`src/rtl/hazard_scoreboard.sv`:
```
// D-stage hazard unit: tracks destination/Tnew of in-flight instructions, raises stall,
// picks forwarding sources, and counts down the multiply/divide busy window.
module hazard_scoreboard #(
    parameter int STAGES  = 3,
    parameter int TNEW_W  = 3,
    parameter int MUL_CYC = 5,
    parameter int DIV_CYC = 10,
    parameter int SEL_W   = $clog2(STAGES + 1)
) (
    input  logic              clk,
    input  logic              reset,
    input  logic [4:0]        d_rs,
    input  logic [4:0]        d_rt,
    input  logic [TNEW_W-1:0] d_tuse_rs,
    input  logic [TNEW_W-1:0] d_tuse_rt,
    input  logic              d_wr_en,
    input  logic [4:0]        d_wr_addr,
    input  logic [TNEW_W-1:0] d_tnew,
    input  logic              d_mdu_start,
    input  logic              d_mdu_div,
    input  logic              d_mdu_use,
    input  logic              flush,
    output logic              stall,
    output logic [SEL_W-1:0]  fwd_sel_rs,
    output logic [SEL_W-1:0]  fwd_sel_rt,
    output logic              mdu_busy
);

    localparam int MAX_CYC = (MUL_CYC > DIV_CYC) ? MUL_CYC : DIV_CYC;
    localparam int CNT_W   = $clog2(MAX_CYC + 1);

    logic [STAGES:1]   st_valid;
    logic [4:0]        st_addr [1:STAGES];
    logic [TNEW_W-1:0] st_tnew [1:STAGES];
    logic [CNT_W-1:0]  mdu_cnt;

    logic              hit_rs, hit_rt;
    logic [TNEW_W-1:0] hit_tnew_rs, hit_tnew_rt;
    logic [SEL_W-1:0]  hit_k_rs, hit_k_rt;
    logic              stall_rs, stall_rt, stall_mdu;
    logic              accept;

    // Scan oldest to youngest so the youngest match overwrites older ones.
    always_comb begin
        hit_rs      = 1'b0;
        hit_rt      = 1'b0;
        hit_tnew_rs = '0;
        hit_tnew_rt = '0;
        hit_k_rs    = '0;
        hit_k_rt    = '0;
        for (int k = STAGES; k >= 1; k--) begin
            if (st_valid[k] && (st_addr[k] == d_rs) && (st_addr[k] != 5'd0)) begin
                hit_rs      = 1'b1;
                hit_tnew_rs = st_tnew[k];
                hit_k_rs    = SEL_W'(k);
            end
            if (st_valid[k] && (st_addr[k] == d_rt) && (st_addr[k] != 5'd0)) begin
                hit_rt      = 1'b1;
                hit_tnew_rt = st_tnew[k];
                hit_k_rt    = SEL_W'(k);
            end
        end
    end

    always_comb begin
        stall_rs   = hit_rs && (hit_tnew_rs > d_tuse_rs);
        stall_rt   = hit_rt && (hit_tnew_rt > d_tuse_rt);
        stall_mdu  = d_mdu_use && mdu_busy;
        stall      = !flush && (stall_rs || stall_rt || stall_mdu);
        accept     = !stall && !flush;
        fwd_sel_rs = (hit_rs && (hit_tnew_rs == '0)) ? hit_k_rs : '0;
        fwd_sel_rt = (hit_rt && (hit_tnew_rt == '0)) ? hit_k_rt : '0;
        mdu_busy   = (mdu_cnt != '0);
    end

    // Stages never freeze: a stall or flush only injects a bubble into stage 1.
    always_ff @(posedge clk or negedge reset) begin
        if (!reset) begin
            st_valid <= '0;
            for (int k = 1; k <= STAGES; k++) begin
                st_addr[k] <= '0;
                st_tnew[k] <= '0;
            end
        end else begin
            st_valid[1] <= d_wr_en && accept;
            st_addr[1]  <= d_wr_addr;
            st_tnew[1]  <= d_tnew;
            for (int k = 2; k <= STAGES; k++) begin
                st_valid[k] <= st_valid[k-1] && !flush;
                st_addr[k]  <= st_addr[k-1];
                st_tnew[k]  <= (st_tnew[k-1] == '0) ? '0 : st_tnew[k-1] - TNEW_W'(1);
            end
        end
    end

    // A started MDU operation runs to completion even across a flush.
    always_ff @(posedge clk or negedge reset) begin
        if (!reset) begin
            mdu_cnt <= '0;
        end else if (d_mdu_start && accept) begin
            mdu_cnt <= d_mdu_div ? CNT_W'(DIV_CYC) : CNT_W'(MUL_CYC);
        end else if (mdu_cnt != '0) begin
            mdu_cnt <= mdu_cnt - CNT_W'(1);
        end
    end

endmodule

```
`config.mk`:
```
export PLATFORM = sky130hd
export DESIGN_NAME = hazard_scoreboard
export DESIGN_NICKNAME = d
export VERILOG_FILES = /design/src/rtl/hazard_scoreboard.sv
export SDC_FILE = /design/constraint.sdc
export NUM_CORES = 1
export LEC_CHECK = 0
export CAP_MARGIN = 20
export CORE_MARGIN = 5
export CORE_UTILIZATION = 51
export CTS_BUF_LIST = sky130_fd_sc_hd__clkbuf_4 sky130_fd_sc_hd__clkbuf_8 sky130_fd_sc_hd__clkbuf_16
export CTS_CLUSTER_SIZE = 30
export DETAILED_ROUTE_END_ITERATION = 6
export GPL_TIMING_DRIVEN = 0
export HOLD_SLACK_MARGIN = 0.06
export MAX_ROUTING_LAYER = met4
export PLACE_DENSITY = 0.8
export SETUP_SLACK_MARGIN = 0.02
export SLEW_MARGIN = 20
export SYNTH_ARGS = -nofsm -noshare
export SYNTH_HDL_FRONTEND = slang
export SYNTH_SLANG_ARGS = --single-unit
```
`constraint.sdc`:
```
create_clock -name clk -period 5.3 [get_ports clk]
set_input_delay 1.325 -clock clk [delete_from_list [all_inputs] [get_ports clk]]
set_output_delay 1.325 -clock clk [all_outputs]
set_load 0.02 [all_outputs]
```
==> results_dict.tcl <==
set metrics [dict create \
    synthFlopType "dfrtp_1" \
    via_per_inst 5.685 \
    antenna_found_initial 0 \
    place_hpwl_mm 3.283 \
    clkTransAtPathRegs_ps 100 \
    avgSynthCellArea_um2 10.14 \
    holdWs_ps 472.4 \
    worstSetupPathType "in2out" \
    arrival_ps 3890 \
    hold_depth 0 \
    ys_top_cells_by_area "dfrtp_1 (42%), xnor2_1 (10%), ha_1 (8.1%)" \
    clock_latency_ps 340 \
    grt_pass1_wl_mm 8.155 \
    hold_viol 0 \
    root_buffer "clkbuf_4" \
    cp_slowest_cell "a31oi_4" \
    dr.pass1.iters 4 \
    wl_per_cell_um 18.60 \
    drtAntennaViolNets 0 \
    holdPathEnd "st_addr[6]$_DFF_PN0_" \
    worstPathRequired_ps 3970 \
    relSlewSlack_pct 55.19 \
    yosys.area.top_type "dfrtp_1" \
    synth_top_area_share_pct 42.03 \
    initial_core_util_pct 54.03 \
    grt_max_degree 32 \
    num_vias 1660 \
    cts_tree "built" \
    syn-num-nets 225 \
    drc 0 \
    multi_input_area_um2 1290 \
    core_um2 3416 \
    setup_ws_ps 85.62 \
    ir_worst_vdd_mv 0.2793 \
    ys_seq_area_share_pct 42.03 \
    grt_pass1_vias 1739 \
    synthArstFlopShare_pct 100.0 \
    cp_cell_sequence "clkdlybuf4s15_2 -> xnor2_1 -> nand3_1 -> nor4_4 -> buf_4 -> nand3b_1 -> a31oi_4 -> ha_4 -> nor2b_1 -> o21ai_1 -> a32oi_2 -> nand2b_1 -> nand4_1 -> nor2b_4 -> buf_6" \
    area_delta_synth_final_pct 49.15 \
    cp_max_fo 5 \
    yosys_register_bits 31 \
    seqCellArea_um2 775.7 \
    place_ws_ps -1206 \
    gp_congestion 0.9317 \
    htree_num_levels 2 \
    die_area_um2 4922 \
    finalCritPeriodShare_pct 98.38 \
    synthDistinctLibCells 34 \
    drt_iter0_drc 118 \
    setup_viol 0 \
    cap_violations 0 \
    fillCellCount 195 \
    report.final.slew_viol_count 0 \
    crit_path_start_kind "primary input" \
    yosysWarnings 0 \
    synth-edff-count 0 \
    wl_mm 5.431 \
    fin_skew_ps 9.822 \
    reg2reg_from "st_addr[5]$_DFF_PN0_" \
    synth_area_um2 1846 \
    tightest_slew_ps 672.1 \
    die_w_um 70.16 \
    drive_above_1_share_pct 32.93 \
    p_leak_nw 1.157 \
    numPortBuffers 36 \
    synth_most_common_cell "dfrtp_1" \
    p_total_uw 682.0 \
    worst_path_largest_cell_delay_ps 250 \
    netlist_top_cells_count "dfrtp_1 (31), xnor2_1 (21), inv_1 (14), nand2_1 (14)" \
    cts_made_buffers 5 \
    p_per_area_nw_per_um2 247.8 \
    num_antenna_cells 0 \
    reg2reg_to "mdu_cnt[1]$_DFFE_PN0P_" \
    clockBufferDepth 2 \
    synthCells 182 \
    hp-class "reg2reg" \
    clock-sinks 31 \
    min_period_ps 5214 \
    r2r_setup_slack_ps 1620 \
    pin_count 37 \
    reg2reg_depth 15 \
    finalNetCount 288 \
    max_freq_mhz 191.8 \
    hp-start "st_addr[11]$_DFF_PN0_" \
    status "finished, final reports clean" \
    grt_usage_pct 21.26 \
    grt-ovfl-total 0 \
    critPathCaptureType "primary output" \
    die_y_um 70.16 \
    rows 21 \
]
## power breakdown
| part | switching (mW) | internal, mW |
|---|---|---|
| Sequential | 0.0316 | 0.265 |
| Clock | 0.0804 | 0.111 |
| Combinational | 0.0952 | 0.0988 |
## timing repair
action	in CTS	in global routing
buffers inserted	15	5
endpoints found under the setup margin	5	1
resized for setup	53	34
hold buffers	0	0
gates cloned	1	0
pin swaps	17	20
## worst max-delay path, delay by kind of cell
kind / cells / cell delay, ps
adders and majority gates: 1 / 240
buffers and inverters: 3 / 530
and+or+nand+nor: 7 / 1090
AOI/OAI and AO/OA: 3 / 510
xor gates and xnor gates: 1 / 170
## cell usage in the layout (no fill, tap or decap), types with 3 or more instances in the layout
cell type,Yosys,layout
xnor2_1,21,12
o21ai_0,6,5
nand3b_1,3,3
clkdlybuf4s50_1,0,24
or4_1,5,3
o21ai_2,2,3
xnor2_2,0,9
inv_1,14,14
ha_1,12,10
nor4_4,0,5
clkdlybuf4s15_2,0,3
nand2_2,0,3
nor2_1,12,10
buf_6,0,3
dfrtp_1,31,31
a31oi_4,0,3
or4_4,0,3
buf_2,0,6
nor4_1,5,3
nand2_1,14,11
xor2_1,11,10
clkbuf_4,0,5
nor2b_1,5,4
nand3_1,7,6
buf_4,1,19
## state kept, by name (all words and copies together) (netlist names)
signal / cells
st_valid: 3
mdu_cnt: 4
st_addr: 15
st_tnew: 9
## through the flow
stage / area (um^2) / cells / TNS (ps) / util (%)
6_report: 2753 / 292 / 0 / 80.59
5_1_grt: 2753 / 292 / -73.55 / 80.59
4_1_cts: 2561 / 287 / 0 / 74.98
3_5_place_dp: 2258 / 264 / -1569 / 66.12
3_3_place_gp: 2263 / 264 / -1251 / 66.26
2_1_floorplan: 1846 / 182 / 0 / -
## logic make-up (layout without fill, tap and decap cells)
logic type,count (synthesis),after routing,share of synthesized area (%)
buffers and inverters,16,79,3.458
DFF,31,31,42.03
xor gates and xnor gates,32,32,15.19
muxes,4,4,2.305
adders and majority gates,12,12,8.135
and+or+nand+nor,63,64,20.00
AOI/OAI and AO/OA,24,24,8.882
## routing by layer
metal  track usage [%]  routed length [um]  up-vias  part of all wire, %
li1                  -                   -      760                    -
met1             24.57                2102      791                   39
met2             35.36                2818       83                   52
met3             5.882                 332       26                  6.1
met4             7.660                 178        0                  3.3
met5                 -                   0        -                    0
## worst max-delay path by stage
stage,start,endpoint,slack [ps]
finish,d_rs[0],stall,90
floorplan,d_rt[1],stall,260
global route,d_rs[0],stall,-40
CTS,d_rt[3],stall,40
global placement,d_rs[4],stall,-1110
detailed placement,d_rs[4],stall,-1210
## final cells by class
cell class	instances	area share, %
multi-input cells	136	46.86
clock inverters	2	1.273
inverters	14	1.909
repair buffers	56	17.41
clock buffers	6	1.864
well taps	46	2.091
plain buffers	1	0.4091
flip-flops and latches	31	28.18
(Power assumes the default switching activity.)
